`config.mk`:
```
export PLATFORM = sky130hd
export DESIGN_NAME = alarm_display_scan_flat
export DESIGN_NICKNAME = d
export VERILOG_FILES = /design/src/rtl/alarm_display_scan_if.sv /design/src/rtl/alarm_display_scan.sv /design/src/flat_wrapper.sv
export SDC_FILE = /design/constraint.sdc
export NUM_CORES = 1
export LEC_CHECK = 0
export CAP_MARGIN = 20
export CELL_PAD_IN_SITES_DETAIL_PLACEMENT = 1
export CELL_PAD_IN_SITES_GLOBAL_PLACEMENT = 2
export CORE_UTILIZATION = 38
export DETAILED_ROUTE_END_ITERATION = 12
export GPL_ROUTABILITY_DRIVEN = 0
export PLACE_DENSITY = 0.89
export SETUP_SLACK_MARGIN = 0.1
export SYNTH_ARGS = -nofsm -noshare
export SYNTH_HDL_FRONTEND = slang
export SYNTH_SLANG_ARGS = --single-unit
```
`constraint.sdc`:
```
create_clock -name clk -period 3.2 [get_ports clk]
set_input_delay 0.32 -clock clk [delete_from_list [all_inputs] [get_ports clk]]
set_output_delay 0.32 -clock clk [all_outputs]
set_load 0.03 [all_outputs]
```
`src/rtl/alarm_display_scan_if.sv`:
```
// alarm_display_scan_if
// Signal bundle between the clock core / bench (master) and the 4-digit
// multiplexed display scanner (slave). Clock and reset stay plain ports.
interface alarm_display_scan_if;
   logic       ena;        // scan enable
   logic [4:0] hours;      // binary hours, 0-23 legal
   logic [5:0] minutes;    // binary minutes, 0-59 legal
   logic       alarm;      // alarm-active flag
   logic [6:0] seg;        // active-high segments {g,f,e,d,c,b,a}
   logic       dp;         // colon / decimal point
   logic [3:0] an;         // one-hot digit enables, an[3] = hours tens
   logic       alarm_led;  // registered copy of alarm

   modport master (
      output ena, hours, minutes, alarm,
      input  seg, dp, an, alarm_led
   );

   modport slave (
      input  ena, hours, minutes, alarm,
      output seg, dp, an, alarm_led
   );
endinterface

```
`src/rtl/alarm_display_scan.sv`:
```
// alarm_display_scan
// Multiplexed 4-digit HH:MM scanner. A prescaler walks a 2-bit digit index;
// at every frame start the time is snapshotted and converted to BCD by a
// 6-step double-dabble FSM (IDLE -> CONV -> LOAD), then latched into the
// display registers. Out-of-range times show dashes. The colon (dp on
// digit 2) blinks with a phase that toggles every BLINK_FRAMES frames.
// Optional feature macro: ALARM_BLINK_EN -- when defined, a frame whose
// alarm snapshot is 1 and blink phase is 0 is fully blanked.
module alarm_display_scan #(
   parameter int SCAN_DIV     = 1000,  // clk cycles per digit slot, >= 8
   parameter int BLINK_FRAMES = 64     // frames per blink half-period, >= 1
) (
   input  logic                 clk,
   input  logic                 rst,
   alarm_display_scan_if.slave  bus
);

   localparam int              PW        = $clog2(SCAN_DIV);
   localparam int              FW        = (BLINK_FRAMES > 1) ? $clog2(BLINK_FRAMES) : 1;
   localparam logic [PW-1:0]   PRESC_MAX = PW'(SCAN_DIV - 1);
   localparam logic [FW-1:0]   FRAME_MAX = FW'(BLINK_FRAMES - 1);
   localparam logic [3:0]      CODE_DASH = 4'hA;
   localparam logic [2:0]      LAST_ITER = 3'd5;

   typedef enum logic [1:0] {
      S_IDLE = 2'd0,
      S_CONV = 2'd1,
      S_LOAD = 2'd2
   } state_t;

   // One double-dabble iteration on {tens, ones, binary[5:0]}: correct any
   // BCD nibble >= 5 by adding 3, then shift the whole vector left by one.
   function automatic logic [13:0] dd_step(input logic [13:0] v);
      logic [13:0] t;
      t = v;
      if (t[13:10] >= 4'd5) t[13:10] = t[13:10] + 4'd3;
      if (t[9:6]   >= 4'd5) t[9:6]   = t[9:6]   + 4'd3;
      return {t[12:0], 1'b0};
   endfunction

   // Digit code to active-high segments {g,f,e,d,c,b,a}; codes above 9 show a dash.
   function automatic logic [6:0] seg_code(input logic [3:0] d);
      logic [6:0] s;
      case (d)
         4'd0:    s = 7'h3F;
         4'd1:    s = 7'h06;
         4'd2:    s = 7'h5B;
         4'd3:    s = 7'h4F;
         4'd4:    s = 7'h66;
         4'd5:    s = 7'h6D;
         4'd6:    s = 7'h7D;
         4'd7:    s = 7'h07;
         4'd8:    s = 7'h7F;
         4'd9:    s = 7'h6F;
         default: s = 7'h40;
      endcase
      return s;
   endfunction

   // Scan timing
   logic [PW-1:0]    r_presc;
   logic [1:0]       r_idx;
   logic             w_tick;
   logic             w_frame_start;

   // Converter FSM and datapath
   state_t           r_state;
   state_t           w_next_state;
   logic [2:0]       r_iter;
   logic [13:0]      r_dd_h;
   logic [13:0]      r_dd_m;
   logic             r_bad;
   logic             w_conv_start;
   logic             w_conv_step;
   logic             w_load;

   // Display state
   logic [3:0][3:0]  r_dig;      // [3]=hours tens ... [0]=minutes ones
   logic             r_valid;
   logic [FW-1:0]    r_frame_cnt;
   logic             r_phase;
   logic             w_blank;

   // Output stage
   logic [6:0]       r_seg;
   logic [3:0]       r_an;
   logic             r_dp;
   logic             r_alarm_led;
   logic [6:0]       w_seg_nxt;
   logic [3:0]       w_an_nxt;
   logic             w_dp_nxt;

`ifdef ALARM_BLINK_EN
   logic             r_snap_alarm;
`endif

   assign w_tick        = bus.ena && (r_presc == PRESC_MAX);
   assign w_frame_start = w_tick && (r_idx == 2'd3);

   // Prescaler and digit index: advance only while enabled, hold otherwise.
   always_ff @(posedge clk or posedge rst) begin
      // NOTE: non-blocking assignments so every flop samples pre-edge values regardless of statement order.
      if (rst) begin
         r_presc <= '0;
         r_idx   <= '0;
      end else if (bus.ena) begin
         if (w_tick) begin
            r_presc <= '0;
            r_idx   <= r_idx + 2'd1;
         end else begin
            r_presc <= r_presc + 1'b1;
         end
      end
   end

   // Converter state register; frozen while scanning is disabled.
   always_ff @(posedge clk or posedge rst) begin
      if (rst) begin
         r_state <= S_IDLE;
      end else if (bus.ena) begin
         r_state <= w_next_state;
      end
   end

   // Converter next-state logic; a frame start outside IDLE is ignored.
   always_comb begin
      // NOTE: default assignment first so no branch leaves the signal unassigned and infers a latch.
      w_next_state = r_state;
      case (r_state)
         S_IDLE:  if (w_frame_start)       w_next_state = S_CONV;
         S_CONV:  if (r_iter == LAST_ITER) w_next_state = S_LOAD;
         S_LOAD:                           w_next_state = S_IDLE;
         default:                          w_next_state = S_IDLE;
      endcase
   end

   // Converter control strobes decoded from the current state.
   always_comb begin
      w_conv_start = 1'b0;
      w_conv_step  = 1'b0;
      w_load       = 1'b0;
      case (r_state)
         S_IDLE:  w_conv_start = w_frame_start;
         S_CONV:  w_conv_step  = bus.ena;
         S_LOAD:  w_load       = bus.ena;
         default: ;
      endcase
   end

   // Snapshot inputs at frame start, then run the six double-dabble steps.
   always_ff @(posedge clk or posedge rst) begin
      if (rst) begin
         r_iter       <= '0;
         r_dd_h       <= '0;
         r_dd_m       <= '0;
         r_bad        <= 1'b0;
`ifdef ALARM_BLINK_EN
         r_snap_alarm <= 1'b0;
`endif
      end else if (w_conv_start) begin
         r_iter       <= '0;
         r_dd_h       <= {9'd0, bus.hours};
         r_dd_m       <= {8'd0, bus.minutes};
         r_bad        <= (bus.hours > 5'd23) || (bus.minutes > 6'd59);
`ifdef ALARM_BLINK_EN
         r_snap_alarm <= bus.alarm;
`endif
      end else if (w_conv_step) begin
         r_iter       <= r_iter + 3'd1;
         r_dd_h       <= dd_step(r_dd_h);
         r_dd_m       <= dd_step(r_dd_m);
      end
   end

   // Display registers: written only in LOAD, so an abandoned conversion never lands.
   always_ff @(posedge clk or posedge rst) begin
      // NOTE: the four digit registers are plain flops, so they are reset; stale digits must never show after reset.
      if (rst) begin
         r_dig   <= '0;
         r_valid <= 1'b0;
      end else if (w_load) begin
         r_valid <= 1'b1;
         if (r_bad) begin
            r_dig <= {CODE_DASH, CODE_DASH, CODE_DASH, CODE_DASH};
         end else begin
            r_dig <= {r_dd_h[13:10], r_dd_h[9:6], r_dd_m[13:10], r_dd_m[9:6]};
         end
      end
   end

   // Frame counter: flip the blink phase once every BLINK_FRAMES frame starts.
   always_ff @(posedge clk or posedge rst) begin
      if (rst) begin
         r_frame_cnt <= '0;
         r_phase     <= 1'b0;
      end else if (w_frame_start) begin
         if (r_frame_cnt == FRAME_MAX) begin
            r_frame_cnt <= '0;
            r_phase     <= ~r_phase;
         end else begin
            r_frame_cnt <= r_frame_cnt + 1'b1;
         end
      end
   end

`ifdef ALARM_BLINK_EN
   assign w_blank = r_snap_alarm && !r_phase;
`else
   assign w_blank = 1'b0;
`endif

   // Next output values: dark while disabled, before the first load, or alarm-blanked.
   always_comb begin
      w_an_nxt  = '0;
      w_seg_nxt = '0;
      w_dp_nxt  = 1'b0;
      if (bus.ena && r_valid && !w_blank) begin
         w_an_nxt  = 4'b0001 << r_idx;
         w_seg_nxt = seg_code(r_dig[r_idx]);
         w_dp_nxt  = (r_idx == 2'd2) && r_phase;
      end
   end

   // Registered display outputs.
   always_ff @(posedge clk or posedge rst) begin
      if (rst) begin
         r_an  <= '0;
         r_seg <= '0;
         r_dp  <= 1'b0;
      end else begin
         r_an  <= w_an_nxt;
         r_seg <= w_seg_nxt;
         r_dp  <= w_dp_nxt;
      end
   end

   // Alarm LED follows alarm every cycle, independent of the scan enable.
   always_ff @(posedge clk or posedge rst) begin
      if (rst) begin
         r_alarm_led <= 1'b0;
      end else begin
         r_alarm_led <= bus.alarm;
      end
   end

   assign bus.an        = r_an;
   assign bus.seg       = r_seg;
   assign bus.dp        = r_dp;
   assign bus.alarm_led = r_alarm_led;

endmodule

```
`src/flat_wrapper.sv`:
```
// flat-port wrapper written by rule: the top's interface ports become plain ports
module alarm_display_scan_flat 
#(
   parameter int SCAN_DIV     = 1000,                                    
   parameter int BLINK_FRAMES = 64                                          
)
  (clk, rst, bus_ena, bus_hours, bus_minutes, bus_alarm, bus_seg, bus_dp, bus_an, bus_alarm_led);
  alarm_display_scan_if bus_i ();
  input  logic clk;
  input  logic rst;
  input wire logic [$bits(bus_i.ena)-1:0] bus_ena;
  input wire logic [$bits(bus_i.hours)-1:0] bus_hours;
  input wire logic [$bits(bus_i.minutes)-1:0] bus_minutes;
  input wire logic [$bits(bus_i.alarm)-1:0] bus_alarm;
  output wire logic [$bits(bus_i.seg)-1:0] bus_seg;
  output wire logic [$bits(bus_i.dp)-1:0] bus_dp;
  output wire logic [$bits(bus_i.an)-1:0] bus_an;
  output wire logic [$bits(bus_i.alarm_led)-1:0] bus_alarm_led;
  assign bus_i.ena = bus_ena;
  assign bus_i.hours = bus_hours;
  assign bus_i.minutes = bus_minutes;
  assign bus_i.alarm = bus_alarm;
  assign bus_seg = bus_i.seg;
  assign bus_dp = bus_i.dp;
  assign bus_an = bus_i.an;
  assign bus_alarm_led = bus_i.alarm_led;
  alarm_display_scan #(.SCAN_DIV(SCAN_DIV), .BLINK_FRAMES(BLINK_FRAMES)) u_core (.clk(clk), .rst(rst), .bus(bus_i));
endmodule
```
==> flow_metrics.env, run 1 <==
export IMPL_grt_setup_unrepaired="false"
export IMPL_yosys_warnings=0
export IMPL_ir_drop_mv=0.147
export IMPL_use_met1=0.228
export IMPL_grt_use_met3=0.0334
export IMPL_end_kind="flip-flop"
export IMPL_n_antenna_cell=0
export IMPL_tightest_slew_ns=0.748
export IMPL_timing_fmax_ghz=0.422
export IMPL_grt_use_total=0.172
export IMPL_yosysMostFrequentCell="dfrtp_1"
export IMPL_synthTopCellsByCount="dfrtp_1, nand2_1, nor2_1, o21ai_0, ha_1"
export IMPL_nets=460
export IMPL_drv_cap=0
export IMPL_coreArea_um2=10400
export IMPL_dr_pass1_iters=4
export IMPL_antenna_found_initial=0
export IMPL_fill_cells=1180
export IMPL_start_kind="flip-flop"
export IMPL_clk_pin_slew_ns=0.08
export IMPL_cts_hold_fix_buffers=0
export IMPL_grt_pass1_vias=2999
export IMPL_crit_family="simple AND/OR/NAND/NOR gates"
export IMPL_critPathRequiredTime_ns=3.47
export IMPL_swShare=0.269
export IMPL_grt_pass1_wl_um=14900
export IMPL_synthTopCellsByArea="dfrtp_1, ha_1, nand2_1"
export IMPL_yosysUniqueCellTypes=48
export IMPL_cts_sinks=83
export IMPL_drt_total_wl_um=8710
export IMPL_wl_per_cell_um=15.4
export IMPL_postCtsSetupBuffers=0
export IMPL_synthArstFlopShare=1.00
export IMPL_port_buffers=27
export IMPL_r2r_cells=6
export IMPL_timing_setup_tns_ns=0
export IMPL_period_share=0.740
export IMPL_crit_buf_inv=1
export IMPL_reg2reg_slack_ns=0.83
export IMPL_drt_iter0_drc=112
export IMPL_whs_ns=0.393
export IMPL_switching_power_uw=542
export IMPL_final_layout_size_suffix_gt1_frac=0.0981
export IMPL_synth_edf_count=0
export IMPL_finalNonFillerCells=564
export IMPL_cts_buffer_depth=2
export IMPL_rr_startpoint="u_core.r_idx[0]$_DFFE_PP0P_"
export IMPL_die_h_um=105
export IMPL_postCtsResizedCells=0
export IMPL_ant_nets=0
export IMPL_cts_tree="done"
export IMPL_rows=37
export IMPL_setup_violations=0
export IMPL_p_int_uw=1470
export IMPL_cts_inserted_buffers=9
export IMPL_drc=0
export IMPL_slowest_delay_ns=0.55
export IMPL_path_cells="ha_1 > or3b_1 > nor4_4 > buf_4 > a22oi_1 > o21ai_0"
export IMPL_crit_fanout=13
export IMPL_io_pins=28
export IMPL_htreeDepth=3
export IMPL_worstPathArrival_ns=2.64
export IMPL_grt_busiest_layer="met2"
export IMPL_status="completed"
export IMPL_p_seq_frac=0.575
export IMPL_start_util=0.392
export IMPL_yosysTopAreaCell="dfrtp_1"
export IMPL_grt_met2_usage=0.277
export IMPL_syn_nets=432
export IMPL_hp_class="primary input to async pin"
export IMPL_ys_seq_elements=83
export IMPL_grt_max_degree=44
export IMPL_syn_to_final_growth_pct=14.8
export IMPL_netlist_area_leader_share=0.510
export IMPL_rr_endpoint="u_core.r_dd_m[2]$_DFFE_PP0P_"
export IMPL_placed_area_um2=4500
export IMPL_layout_area_seq_um2=2080
export IMPL_syn_inst=396
export IMPL_relSlewSlack=0.501
export IMPL_p_comb_frac=0.088
export IMPL_dieArea_um2=11100
export IMPL_vias_per_cell=5.14
export IMPL_clockPowerShare=0.336
export IMPL_yosysSeqAreaShare=0.510
export IMPL_syn_area_um2=4070
export IMPL_finalHoldViolations=0
export IMPL_worstSetupPathType="flip-flop to flip-flop"
export IMPL_critPathSlowestCell="dfrtp_1"
export IMPL_post_route_min_period_ns=2.37
export IMPL_finClkSkew_ns=0.0144
export IMPL_die_width_um=105
export IMPL_design_area_um2=4670
export IMPL_multi_input_area_um2=1850
export IMPL_synth_ff_type="dfrtp_1"
export IMPL_cts_root_buffer="clkbuf_8"
export IMPL_place_inst=549
export IMPL_clock_latency_ns=0.36
export IMPL_p_per_area_nw_per_um2=432
export IMPL_via_count=2897
export IMPL_slew_viol_final=0
export IMPL_leakage_uw=0.00205
export IMPL_dp_hpwl_um=6060
export IMPL_avgSynthCellArea_um2=10.3
export IMPL_grt_overflow_total=0
worst register-to-register path: stages (launching register included):
cell     delay, ns
dfrtp_1       0.55
ha_1          0.34
or3b_1        0.43
nor4_4        0.47
buf_4         0.30
a22oi_1       0.10
o21ai_0       0.09
per-layer routing:
layer  wire length (um)  vias up
met5                  0        -
met4                116        0
met3                242       11
met2               4180       46
met1               4170     1409
li1                   -     1431
per-stage QoR:
stage / total power, uW / utilization / setup WS, ns
final: 2020 / 0.450 / 0.832
after floorplan: 1280 / - / 0.743
after global routing: 2110 / 0.450 / 0.646
after detailed placement: 1360 / 0.434 / 0.836
after global placement: 1350 / 0.434 / 0.922
after CTS: 2040 / 0.450 / 0.811
power by group through the flow:
| stage | Sequential [uW] | Combinational (uW) | Clock, uW |
|---|---|---|---|
| after global placement | 1180 | 175 | 0 |
| after detailed placement | 1180 | 184 | 0 |
| after CTS | 1160 | 183 | 700 |
| after floorplan | 1180 | 104 | 0 |
| after global routing | 1170 | 203 | 744 |
| final | 1160 | 178 | 678 |
how the worst max path moves through the flow:
stage / start / endpoint / slack (ns) / depth (start not counted)
floorplan: rst / u_core.bus.alarm_led$_DFF_PP0_ / 0.74 / 1
global placement: u_core.r_idx[0]$_DFFE_PP0P_ / u_core.r_bad$_DFFE_PP0P_ / 0.92 / 6
detailed placement: u_core.r_idx[0]$_DFFE_PP0P_ / u_core.r_dd_m[2]$_DFFE_PP0P_ / 0.84 / 6
CTS: u_core.r_idx[0]$_DFFE_PP0P_ / u_core.r_dd_m[2]$_DFFE_PP0P_ / 0.81 / 6
global route: u_core.r_idx[0]$_DFFE_PP0P_ / u_core.r_dd_h[4]$_DFFE_PP0P_ / 0.65 / 6
finish: u_core.r_idx[0]$_DFFE_PP0P_ / u_core.r_dd_m[2]$_DFFE_PP0P_ / 0.83 / 6
sequential cells by signal, indices dropped and copies added (netlist names):
| register | count |
|---|---|
| u_core.bus.alarm_led | 1 |
| u_core.bus.an | 4 |
| u_core.bus.dp | 1 |
| u_core.bus.seg | 7 |
| u_core.r_bad | 1 |
| u_core.r_dd_h | 14 |
| u_core.r_dd_m | 14 |
| u_core.r_dig | 16 |
| u_core.r_frame_cnt | 6 |
| u_core.r_idx | 2 |
| u_core.r_iter | 3 |
| u_core.r_phase | 1 |
| u_core.r_presc | 10 |
| u_core.r_state | 2 |
| u_core.r_valid | 1 |
final cells by class:
class	instances	share of cell area
Timing Repair Buffer	35	0.0734
Clock inverter	5	0.00643
Inverter	17	0.0139
Sequential cell	83	0.445
Tap cell	136	0.0364
Multi-Input combinational cell	278	0.396
Clock buffer	10	0.0295
cells by family (layout without fill, tap and decap cells):
kind of cell / count (synthesis) / in the layout / synth area share
simple gates: 136 / 136 / 0.174
compound gates: 93 / 93 / 0.137
flops: 83 / 83 / 0.510
buf+inv: 35 / 67 / 0.0354
fa+ha+maj: 21 / 21 / 0.0646
xor+xnor: 15 / 15 / 0.0323
mux: 13 / 13 / 0.0464
cell usage in the layout, fill, tap and decap left out, types with 2 or more instances in the layout:
cell / count
a21o_1: 3
a21oi_1: 16
a22oi_1: 9
a32o_1: 3
and2_1: 3
and3_1: 5
and4_1: 2
buf_4: 7
clkbuf_8: 10
clkdlybuf4s50_1: 27
clkinv_2: 4
clkinvlp_4: 2
dfrtp_1: 83
ha_1: 21
inv_1: 16
mux2_2: 7
mux2i_1: 2
mux4_2: 4
nand2_1: 55
nand2b_1: 12
nand3_1: 5
nand3b_1: 2
nand4_1: 6
nor2_1: 26
nor3_1: 2
nor3_2: 2
nor4_1: 2
o21a_1: 2
o21ai_0: 25
o21ai_1: 15
o22ai_1: 8
o31ai_1: 8
or3_1: 4
xnor2_1: 9
xor2_1: 6
Power figures use the tool's default switching activity.
==> run 2: changes to the inputs <==
CORE_UTILIZATION = 35   (was 38)
PLACE_DENSITY = 0.87   (was 0.89)
clock period = 1.95 ns   (was 3.2 ns; I/O delays follow)
==> run 2 against run 1 <==
Compared with the run above:
- sequential share of layout area fell by 3.6 points
- register-to-register slack worse by 0.64 ns
- clock skew is 0.0040 ns lower
- first-iteration DRC count up 13%
- sequential cell count unchanged
- critical endpoint is now u_core.r_dd_m[8]$_DFFE_PP0P_
- highest routed layer unchanged
==> flow_metrics.env, run 2 (synthesis results as in run 1) <==
export IMPL_path_cells="inv_1 > ha_1 > nand2b_1 > a21oi_2 > mux2_2 > o22ai_1"
export IMPL_leakage_uw=0.00225
export IMPL_placed_area_um2=4700
export IMPL_dieArea_um2=12100
export IMPL_cts_tree="done"
export IMPL_drc=0
export IMPL_rows=39
export IMPL_worstSetupPathType="flip-flop to flip-flop"
export IMPL_top_register="u_core.r_dig"
export IMPL_die_h_um=110
export IMPL_vias_per_cell=5.23
export IMPL_dr_pass1_iters=4
export IMPL_cts_hold_fix_buffers=0
export IMPL_wl_per_cell_um=16.1
export IMPL_status="completed"
export IMPL_nets=484
export IMPL_timing_setup_tns_ns=0
export IMPL_syn_to_final_growth_pct=25.1
export IMPL_cts_buffer_depth=2
export IMPL_cts_inserted_buffers=9
export IMPL_grt_overflow_total=0
export IMPL_antenna_found_initial=0
export IMPL_htreeDepth=3
export IMPL_finClkSkew_ns=0.0104
export IMPL_finalHoldViolations=0
export IMPL_slowest_delay_ns=0.41
export IMPL_clock_latency_ns=0.34
export IMPL_finalNonFillerCells=596
export IMPL_grt_pass1_vias=3300
export IMPL_drt_total_wl_um=9590
export IMPL_tightest_slew_ns=0.499
export IMPL_largest_reg_flops=16
export IMPL_io_pins=28
export IMPL_start_kind="flip-flop"
export IMPL_top_regs="u_core.r_dig x16, u_core.r_dd_h x14, u_core.r_dd_m x14"
export IMPL_cts_sinks=83
export IMPL_p_per_area_nw_per_um2=821
export IMPL_relSlewSlack=0.667
export IMPL_grt_use_total=0.180
export IMPL_drt_iter0_drc=126
export IMPL_place_inst=576
export IMPL_grt_pass1_wl_um=16400
export IMPL_start_util=0.358
export IMPL_timing_fmax_ghz=0.568
export IMPL_clk_pin_slew_ns=0.06
export IMPL_coreArea_um2=11400
export IMPL_critPathRequiredTime_ns=2.20
export IMPL_end_kind="flip-flop"
export IMPL_final_layout_size_suffix_gt1_frac=0.163
export IMPL_setup_violations=0
export IMPL_crit_buf_inv=1
export IMPL_final_cell_mix="dfrtp_1, nand2_1, clkdlybuf4s50_1, buf_4, nor2_1"
export IMPL_port_buffers=27
export IMPL_multi_input_area_um2=1870
export IMPL_grt_max_degree=37
export IMPL_drv_cap=0
export IMPL_period_share=0.902
export IMPL_layout_commonest_cell="dfrtp_1"
export IMPL_grt_setup_unrepaired="true"
export IMPL_critPathSlowestCell="dfrtp_1"
export IMPL_layout_area_seq_um2=2080
export IMPL_die_width_um=110
export IMPL_cts_root_buffer="clkbuf_16"
export IMPL_via_count=3116
export IMPL_fill_cells=1295
export IMPL_design_area_um2=5090
export IMPL_ant_nets=0
export IMPL_post_route_min_period_ns=1.76
export IMPL_power_total_uw=4180
export IMPL_slew_viol_final=0
export IMPL_dp_hpwl_um=6800
export IMPL_hp_class="primary input to async pin"
export IMPL_worstPathArrival_ns=2.01
export IMPL_crit_family="flip-flops"
export IMPL_n_antenna_cell=0
export IMPL_crit_fanout=4
export IMPL_ir_drop_mv=0.425
## run 2: changes by cell type in the layout (fill, tap and decap cells not counted), moves of 2 or more
cell	delta
buf_4	+20
clkbuf_16	+9
clkbuf_8	-8
buf_12	+3
clkinv_2	-3
a21oi_1	-2
a21oi_2	+2
bufinv_16	+2
dfrtp_1	-2
dfrtp_2	+2
inv_1	-2
inv_2	+2
## run 2: cell type report
cell class | count | area share
Clock buffer | 12 | 0.0504
Clock inverter | 4 | 0.0143
Inverter | 17 | 0.0133
Multi-Input combinational cell | 278 | 0.368
Sequential cell | 83 | 0.409
Tap cell | 143 | 0.0352
Timing Repair Buffer | 59 | 0.111
## run 2: metrics by stage
stage	util	hold WS [ns]	worst slack (ns)
6_report	0.448	0.248	0.190
5_1_grt	0.448	0.279	0.0539
4_1_cts	0.443	0.260	0.116
3_5_place_dp	0.414	0.473	0.0582
3_3_place_gp	0.414	0.455	0.104
2_1_floorplan	-	0.226	0.135
## run 2: worst paths after layout
check	start	to	slack, ns	cells past startpoint
min in group clk	bus_alarm	u_core.bus.alarm_led$_DFF_PP0_	0.31	1
worst max-delay path	u_core.r_dd_m[6]$_DFFE_PP0P_	u_core.r_dd_m[8]$_DFFE_PP0P_	0.19	6
max in group asynchronous	rst	u_core.r_dd_m[7]$_DFFE_PP0P_	1.16	3
worst min-delay path	rst	u_core.r_dig[1]$_DFFE_PP0P_	0.25	2
worst min register to register	u_core.r_dig[8]$_DFFE_PP0P_	u_core.r_dig[8]$_DFFE_PP0P_	0.47	2
worst max register to register	u_core.r_dd_m[6]$_DFFE_PP0P_	u_core.r_dd_m[8]$_DFFE_PP0P_	0.19	6
## run 2: timing repair
| item | in CTS | in global routing |
|---|---|---|
| gates resized for setup | 0 | 10 |
| endpoints found under the setup margin | 0 | 23 |
| buffers inserted | 0 | 4 |
## run 2: power breakdown
| part | switching (uW) | internal, uW | total [uW] |
|---|---|---|---|
| logic | 187 | 193 | 380 |
| registers | 109 | 1810 | 1920 |
| clock network | 690 | 1190 | 1880 |
## run 2: per-layer routing
layer  vias to the layer above  part of all wire  global-route usage
li1                       1493                 -                   -
met1                      1566              0.44               0.220
met2                        49              0.52               0.312
met3                         8             0.033              0.0480
met4                         0            0.0087              0.0495
met5                         -                 0                   0
==> run 3: changes to the inputs <==
CORE_MARGIN = 2   (was default)
==> run 3 against run 2 <==
Compared with the run above:
- register-to-register slack better by 0.03 ns
- core utilization decreased by 0.87 points
- via count down 2.8%
- clock-buffer cell count increased by 3
- first-iteration DRC count decreased by 21%
- hold slack better by 0.064 ns
- power decreased by 7.1%
- global-route usage is 2.6 points lower
- largest cell class unchanged
==> flow_metrics.env, run 3 (synthesis results as in run 1) <==
export IMPL_timing_fmax_ghz=0.577
export IMPL_setup_violations=0
export IMPL_finClkSkew_ns=0.00597
export IMPL_cts_root_buffer="clkbuf_16"
export IMPL_grt_pass1_wl_um=15500
export IMPL_drc=0
export IMPL_layout_commonest_cell="dfrtp_1"
export IMPL_n_antenna_cell=0
export IMPL_start_util=0.358
export IMPL_htreeDepth=3
export IMPL_grt_setup_unrepaired="true"
export IMPL_die_h_um=112
export IMPL_io_pins=28
export IMPL_crit_family="simple AND/OR/NAND/NOR gates"
export IMPL_place_inst=571
export IMPL_port_buffers=27
export IMPL_p_comb_frac=0.083
export IMPL_final_layout_size_suffix_gt1_frac=0.144
export IMPL_p_seq_frac=0.492
export IMPL_critPathSlowestCell="or3b_4"
export IMPL_status="completed"
export IMPL_switching_power_uw=916
export IMPL_largest_reg_flops=16
export IMPL_finalHoldViolations=0
export IMPL_timing_setup_tns_ns=0
export IMPL_wl_per_cell_um=15.0
export IMPL_drv_cap=0
export IMPL_swShare=0.236
export IMPL_drt_iter0_drc=100
export IMPL_p_int_uw=2960
export IMPL_leakage_uw=0.00220
export IMPL_cts_inserted_buffers=9
export IMPL_vias_per_cell=5.15
export IMPL_antenna_found_initial=0
export IMPL_hp_class="primary input to flip-flop"
export IMPL_dp_hpwl_um=6100
export IMPL_ir_drop_mv=0.535
export IMPL_slew_viol_final=0
export IMPL_grt_max_degree=84
export IMPL_via_count=3029
export IMPL_top_regs="u_core.r_dig x16, u_core.r_dd_h x14, u_core.r_dd_m x14"
export IMPL_drt_total_wl_um=8810
export IMPL_cts_tree="done"
export IMPL_syn_to_final_growth_pct=22.7
export IMPL_post_route_min_period_ns=1.73
export IMPL_cts_sinks=83
export IMPL_end_kind="flip-flop"
export IMPL_final_cell_mix="dfrtp_1, nand2_1, clkdlybuf4s50_1"
export IMPL_worstSetupPathType="flip-flop to flip-flop"
export IMPL_clock_latency_ns=0.34
export IMPL_crit_buf_inv=1
export IMPL_crit_fanout=6
export IMPL_grt_use_total=0.154
export IMPL_grt_pass1_vias=3178
export IMPL_coreArea_um2=11400
export IMPL_rows=39
export IMPL_p_per_area_nw_per_um2=777
export IMPL_start_kind="flip-flop"
export IMPL_finalNonFillerCells=588
export IMPL_period_share=0.888
export IMPL_relSlewSlack=0.666
export IMPL_grt_overflow_total=0
export IMPL_cts_buffer_depth=2
export IMPL_tightest_slew_ns=0.501
export IMPL_worstPathArrival_ns=1.95
export IMPL_clk_pin_slew_ns=0.06
export IMPL_slowest_delay_ns=0.45
export IMPL_dr_pass1_iters=5
export IMPL_top_register="u_core.r_dig"
export IMPL_ant_nets=0
export IMPL_critPathRequiredTime_ns=2.17
export IMPL_die_width_um=112
export IMPL_nets=476
export IMPL_clockPowerShare=0.424
export IMPL_dieArea_um2=12500
export IMPL_path_cells="or3b_4 > nor4_4 > buf_6 > nor2_1 > mux2_2"
run 3: cell types whose count changed in the layout (fill, tap and decap cells not counted):
cell        change
buf_4          -11
buf_6           +3
bufinv_16       -2
clkbuf_8        +2
a21oi_1         +1
a21oi_2         -1
clkbuf_1        +1
clkinvlp_4      -1
ha_2            +1
ha_4            -1
o21ai_0         -1
o21ai_1         +1
run 3: area by class of cell:
cell class                 count  area [um2]
timing repair buffer          51         515
clock inverter                 1        5.00
fill                        1282        6380
inverter                      17        67.6
clock buffer                  15         288
multi-input combinational    278        1860
tap                          143         179
sequential                    83        2080
run 3: power groups by stage:
| stage | logic (uW) | clock network (uW) | registers, uW |
|---|---|---|---|
| 2_1_floorplan | 171 | 0 | 1930 |
| 3_3_place_gp | 292 | 0 | 1930 |
| 3_5_place_dp | 305 | 0 | 1940 |
| 4_1_cts | 307 | 1700 | 1910 |
| 5_1_grt | 358 | 1760 | 1930 |
| 6_report | 323 | 1650 | 1910 |
run 3: path summary, 6_finish.rpt:
check / slack [ns] / from / to / depth (start not counted)
setup / recovery: 0.22 / u_core.r_presc[4]$_DFFE_PP0P_ / u_core.r_iter[0]$_DFFE_PP0P_ / 5
hold reg to reg: 0.48 / u_core.r_dig[1]$_DFFE_PP0P_ / u_core.r_dig[1]$_DFFE_PP0P_ / 2
min in group asynchronous: 0.34 / rst / u_core.r_dig[0]$_DFFE_PP0P_ / 3
hold / removal: 0.31 / bus_alarm / u_core.bus.alarm_led$_DFF_PP0_ / 1
setup reg to reg: 0.22 / u_core.r_presc[4]$_DFFE_PP0P_ / u_core.r_iter[0]$_DFFE_PP0P_ / 5
max in group asynchronous: 1.24 / rst / u_core.r_presc[3]$_DFFE_PP0P_ / 3
run 3: timing repair:
action / 4_1_cts / 5_1_grt
gates resized for setup: 0 / 12
setup endpoints to repair: 0 / 29
hold buffers: 0 / 0
endpoints found under the hold margin: 0 / 0
buffers inserted: 0 / 1
run 3: through the flow:
stage | area (um2) | hold slack, ns | util | total power [uW] | setup WS, ns
finish | 4990 | 0.312 | 0.439 | 3880 | 0.218
global route | 4990 | 0.308 | 0.439 | 4040 | 0.0844
CTS | 4960 | 0.305 | 0.436 | 3910 | 0.119
detailed placement | 4660 | 0.467 | 0.410 | 2240 | 0.0262
global placement | 4660 | 0.458 | 0.410 | 2220 | 0.118
floorplan | 4070 | 0.226 | - | 2110 | 0.135
run 3: metal layers:
metal / wire length [um] / track usage
met1: 4030 / 0.195
met2: 4370 / 0.259
met3: 274 / 0.0370
met4: 133 / 0.0543
met5: 0 / 0
